**src/rtl/ccsds_turbo_dec_obuf_ctrl.sv**
```systemverilog
// Turbo decoder output buffer controller.
// Two-bank ping-pong FIFO between decoder and frame sink.
module ccsds_turbo_dec_obuf_ctrl #(
    parameter int pTAG_W = 8,
    parameter int pERR_W = 16
) (
    input  logic              iclk,
    input  logic              ireset,
    input  logic              iclkena,
    input  logic              iwfull,
    input  logic [pTAG_W-1:0] iwtag,
    input  logic [pERR_W-1:0] iwerr,
    output logic              owready,
    output logic              owbank,
    output logic              orfull,
    output logic              orbank,
    output logic [pTAG_W-1:0] ortag,
    output logic [pERR_W-1:0] orerr,
    input  logic              irempty,
    output logic [1:0]        oused,
    output logic              oovf,
    output logic [15:0]       ofrm_cnt
);

    logic              wp;
    logic              rp;
    logic [1:0]        cnt;
    logic              ovf;
    logic [15:0]       frm_cnt;
    logic [pTAG_W-1:0] tag [2];
    logic [pERR_W-1:0] err [2];

    logic              rel_ok;
    logic              com_ok;
    logic              ovf_set;
    logic [1:0]        cnt_nxt;

    // Accept/drop decisions; a release in the same cycle frees a full buffer.
    always_comb begin
        rel_ok  = iclkena & irempty & (cnt != 2'd0);
        com_ok  = iclkena & iwfull & ((cnt != 2'd2) | rel_ok);
        ovf_set = iclkena & iwfull & ~com_ok;
        cnt_nxt = cnt;
        unique case ({com_ok, rel_ok})
            2'b10:   cnt_nxt = cnt + 2'd1;
            2'b01:   cnt_nxt = cnt - 2'd1;
            default: cnt_nxt = cnt;
        endcase
    end

    // Pointers, occupancy, overflow flag and released-frame counter.
    always_ff @(posedge iclk or posedge ireset) begin
        if (ireset) begin
            wp      <= 1'b0;
            rp      <= 1'b0;
            cnt     <= 2'd0;
            ovf     <= 1'b0;
            frm_cnt <= 16'd0;
        end else begin
            if (com_ok) begin
                wp <= ~wp;
            end
            if (rel_ok) begin
                rp      <= ~rp;
                frm_cnt <= frm_cnt + 16'd1;
            end
            if (ovf_set) begin
                ovf <= 1'b1;
            end
            cnt <= cnt_nxt;
        end
    end

    // Per-bank frame descriptors, loaded into the bank being committed.
    always_ff @(posedge iclk or posedge ireset) begin
        if (ireset) begin
            tag[0] <= '0;
            tag[1] <= '0;
            err[0] <= '0;
            err[1] <= '0;
        end else if (com_ok) begin
            tag[wp] <= iwtag;
            err[wp] <= iwerr;
        end
    end

    // Outputs decoded directly from registered state.
    always_comb begin
        owready  = (cnt != 2'd2);
        owbank   = wp;
        orfull   = (cnt != 2'd0);
        orbank   = rp;
        ortag    = tag[rp];
        orerr    = err[rp];
        oused    = cnt;
        oovf     = ovf;
        ofrm_cnt = frm_cnt;
    end

endmodule

```
**config.mk**
```make
export PLATFORM = sky130hd
export DESIGN_NAME = ccsds_turbo_dec_obuf_ctrl
export DESIGN_NICKNAME = d
export VERILOG_FILES = /design/src/rtl/ccsds_turbo_dec_obuf_ctrl.sv
export SDC_FILE = /design/constraint.sdc
export NUM_CORES = 1
export LEC_CHECK = 0
export BUFFER_PORTS_ARGS = -buffer_cell sky130_fd_sc_hd__buf_2
export CAP_MARGIN = 20
export CORE_ASPECT_RATIO = 1.1
export CORE_MARGIN = 2
export CORE_UTILIZATION = 24
export CTS_BUF_LIST = sky130_fd_sc_hd__clkbuf_4 sky130_fd_sc_hd__clkbuf_8
export CTS_CLUSTER_DIAMETER = 80
export DETAILED_ROUTE_END_ITERATION = 10
export MAX_ROUTING_LAYER = met4
export PLACE_DENSITY = 0.45
export SLEW_MARGIN = 10
export SYNTH_ARGS = -nofsm -noshare
export SYNTH_HDL_FRONTEND = slang
export SYNTH_SLANG_ARGS = --single-unit
```
**constraint.sdc**
```tcl
create_clock -name iclk -period 5.6 [get_ports iclk]
set_input_delay 0.84 -clock iclk [delete_from_list [all_inputs] [get_ports iclk]]
set_output_delay 0.84 -clock iclk [all_outputs]
set_load 0.1 [all_outputs]
```
=== Word level (Yosys, flattened, before mapping) ===
Cells that the tools add are included.

* Shifts and indexed selects: 0
* Reductions and logical operators: 3
* Add/subtract/negate cells: 3
* Divide/modulo/power cells: 0
* $mul: 0
* Equal/unequal tests: 3
* Bitwise gates (word level): 11
* Multiplexer cells: 13
* $lt $le $gt $ge: 3

{| class="wikitable"
|+ Operators with widths
! kind !! count
|-
| $mux 16 || 4
|-
| $bwmux 32 || 1
|-
| $mux 8 || 4
|-
| $add 16x1->16 const B || 1
|-
| $bwmux 16 || 1
|-
| $demux 16 s1 || 1
|-
| $demux 8 s1 || 1
|-
| $and 1x1->1 || 5
|-
| $ge 2x2->1 const B || 2
|-
| $not 1->2 || 2
|-
| $pmux 2 s2 || 1
|-
| $reduce_bool 2->1 || 2
|-
| $not 1->1 || 3
|-
| $add 2x1->2 const B || 1
|-
| $eq 2x1->1 const B || 1
|-
| $eq 2x2->1 const B || 1
|-
| $lt 2x1->1 const B || 1
|-
| $ne 2x2->1 const B || 1
|-
| $sub 2x1->2 const B || 1
|-
| $logic_and 1x1->1 || 1
|-
| $or 1x1->1 || 1
|}

* Memories kept: 0
* ROM bits: 0
* Bits in latches: 0
* Register bits after elaboration: 69
* Logic and storage cells: 45
* Output and inout port bits: 47
* Input bits: 29
* RAM bits: 0

=== Logic depth before layout (Yosys ltp) ===
* Word-level depth: 6
* Depth in mapped cells: 7
* Mapped depth without buffers: 7

=== Least setup slack after synthesis ===
Ideal clock, no wire load.

* Path kind: register -> output
* Start point: register rp, in the netlist orbank
* End point: output port orerr[10]
* Path slack: 2.729 ns
* Arrival: 2.031 ns
* Buffers on the path: 2
* Stages on the path, launching flop included: 4
* Data required time: 4.760 ns
* Path through: dfrtp_1 > clkbuf_1 > buf_2 > mux2_2

* Longest elaborated chain between the ends: 4

{| class="wikitable"
|+ RTL lines
! what !! RTL line !! RTL
|-
| start, declared || 26 || <nowiki>logic rp;</nowiki>
|-
| start signal, assigned || 64 || <nowiki>rp <= ~rp;</nowiki>
|-
| $not 1->2 (not written as such) || 94 || <nowiki>orerr = err[rp];</nowiki>
|-
| $mux 16 (not written as such) (3 in series) || 94 ||
|-
| end, declared || 18 || <nowiki>output logic [pERR_W-1:0] orerr,</nowiki>
|}

Every way passes these cells. The select of a mux whose other input is x is not followed.

=== Worst setup path in the final report ===
* Start point: register rp, in the netlist orbank
* End point: output port orerr[2]

The elaborated chain is that of the path after synthesis.

==> key figures <==
Status
  – Status: finished, violations left
  – Failing checks: DRC

GRT
  – Number of global-route vias before repair: 2045
  – Largest net degree at the start of global routing: 70
  – GRT Util Overall: 10.5%
  – Initial antenna violation count: 0
  – GRT Residual Overflow: 0
  – First-pass GRT wire length: 10.7 mm

STA
  – Worst hold slack: 0.467 ns
  – Endpoints failing setup: 0
  – F_max: 355 MHz
  – Final slew viol count: 0
  – Min cycle time layout: 2.82 ns
  – Hold Violations, Final: 0
  – Setup tns final: 0 ns
  – Slew margin rel.: 32.2%
  – RSZ-0062 raised after global routing: no
  – Clock Skew: 0.0105 ns
  – Final worst-path cycle share: 50.3%
  – Worst-Margin Slew: 1.01 ns

Routing
  – DR iter-0 viols: 69
  – Drt pass-1 iters: 9
  – Vias per cell: 4.24
  – Total routed wirelength: 6.65 mm
  – Post-route ant nets: 0
  – DR WL/cell: 14.7 um
  – Routed via count: 1911
  – DRC: 8

Synthesis
  – Dominant cells by area after synthesis: dfrtp_1 55%, mux2_2 18%, mux2_4 9.6%, xnor2_1 4.5%, xor2_1 1.1%
  – Post-Synthesis Net Count: 239
  – Synth Register Bits: 69
  – Top cells by count, synth: 69 x dfrtp_1, 51 x mux2_2, 20 x mux2_4, 16 x xnor2_1, 8 x nand2_1
  – Post-synth top area share: 55.0%
  – EDFF count, synth: 0
  – Gate Count Post-Synth: 208
  – Sequential share of the synthesized area: 55.0%
  – Synth unique cells: 33
  – Total number of yosys warnings: 0
  – Dominant synthesized flop cell: dfrtp_1
  – Post-Syn Area: 0.00314 sq mm
  – Most frequent cell after synthesis: dfrtp_1
  – Synth async-reset ratio: 100%
  – Avg Cell Area, Syn: 15.1 sq um
  – Biggest area consumer among synthesized cells: dfrtp_1

CTS
  – Post-CTS sizing: 0
  – Worst-case clock buffer depth: 2
  – Clock transition at path regs: 0.07 ns
  – Clock latency on the worst-skew pair: 0.36 ns
  – Htree depth: 3
  – Clk root buf: clkbuf_8
  – Cts bufs inserted: 9
  – CTS Hold Bufs: 0
  – CTS tree: built
  – Clock sink total: 69
  – Buffer count from post-CTS setup fixing: 0

Min path
  – Min-delay src: ofrm_cnt[15]$_DFFE_PP0P_
  – Worst min-delay path class: flip-flop to flip-flop

Place
  – RePlAce Congestion: 0.680
  – Final HPWL DP: 4.23 mm
  – Number of port buffers: 75

Final layout
  – Syn-to-layout area delta: 23.7%
  – Sequential Area: 0.00173 sq mm
  – Diode count: 0
  – Fill count: 1304
  – Fraction of layout cells with a size suffix above 1: 60.5%
  – Fin nets: 320
  – Multi-input logic area: 0.00135 sq mm

Critical path
  – Worst setup path startpoint: orbank$_DFFE_PP0P_
  – Kind of critical path: flip-flop to primary output
  – Critical path fanouts, max: 19
  – FF-to-FF Start: oused[1]$_DFFE_PP0P_
  – Crit end category: primary output
  – Crit path required time: 4.76 ns
  – Critical path startpoint category: flip-flop
  – CP arrival: 1.98 ns

Die
  – Chip width: 113 um
  – # rows: 43
  – Die area: 0.0140 sq mm
  – Initial Util: 24.7%
  – Die Height: 124 um
  – Core footprint: 0.0127 sq mm
  – I/O pin count: 76

Job
  – Maxcap violations: 0
==> worst paths after layout <==
path | to | slack, ns | cells past startpoint
worst max register to register | tag[12]$_DFFE_PP0P_ | 3.47 | 4
max in group asynchronous | err[27]$_DFFE_PP0P_ | 4.29 | 3
worst max-delay path | orerr[2] | 2.78 | 3
worst min-delay path | ofrm_cnt[15]$_DFFE_PP0P_ | 0.47 | 1
min in group asynchronous | err[6]$_DFFE_PP0P_ | 0.73 | 3
worst min register to register | ofrm_cnt[15]$_DFFE_PP0P_ | 0.47 | 1
==> kinds of logic (layout without fill, tap and decap cells) <==
kind of cell / Yosys count / count (layout) / synth area share, %
muxes: 72 / 72 / 28.2
adders and majority gates: 2 / 2 / 0.797
and+or+nand+nor: 33 / 33 / 7.89
xor gates and xnor gates: 20 / 20 / 5.58
DFF: 69 / 69 / 55.0
AOI/OAI and AO/OA: 2 / 2 / 0.558
buffers and inverters: 10 / 96 / 1.99
==> critical path: stages (launching register included) <==
cell     delay (ns)
dfrtp_1        0.54
buf_4          0.37
mux2_2         0.39
buf_2          0.30
==> metrics by stage <==
step / std cells / utilization (%) / area, sq um / worst slack (ns)
after floorplan: 208 / - / 3140 / 2.73
after global routing: 451 / 30.6 / 3890 / 2.64
after global placement: 435 / 29.0 / 3680 / 3.03
after CTS: 451 / 30.6 / 3890 / 2.70
after detailed placement: 435 / 29.0 / 3680 / 3.00
final: 451 / 30.6 / 3890 / 2.78
==> final cells by class <==
type / instances / area share [%]
clock inverters: 4 / 1.16
inverters: 3 / 0.290
clock buffers: 12 / 4.25
multi-input cells: 129 / 34.8
flip-flops and latches: 69 / 44.4
repair buffers: 77 / 10.0
well taps: 157 / 5.05
==> layer usage <==
metal / global-route usage [%] / vias to the layer above / routed length [um]
met5: - / - / 0
met2: 15.6 / 57 / 3100
met1: 12.7 / 959 / 2980
met4: 3.89 / 0 / 95
met3: 4.57 / 7 / 474
li1: - / 888 / -
==> flip-flops by register name, indices dropped and copies added (netlist names) <==
signal and count:
err 32, ofrm_cnt 16, oovf 1, orbank 1
oused 2, owbank 1, tag 16
==> cell usage in the layout (no fill, tap or decap), drive strengths merged <==
master and n:
a31o 1, and2 2, and3 3, and4 2, and4bb 1, buf 77, bufinv 1, clkbuf 12
clkinv 3, dfrtp 69, ha 2, inv 3, mux2 72, nand2 8, nand3 7, nand3b 1
nand4 2, nand4b 1, nor2 2, nor2b 1, nor3b 1, o2111ai 1, or2 1, or2b 1
xnor2 16, xor2 4
Power is left out: the tool's default activity adds up to more than one toggle a clock period on the data nets, which glitch-free logic cannot reach.
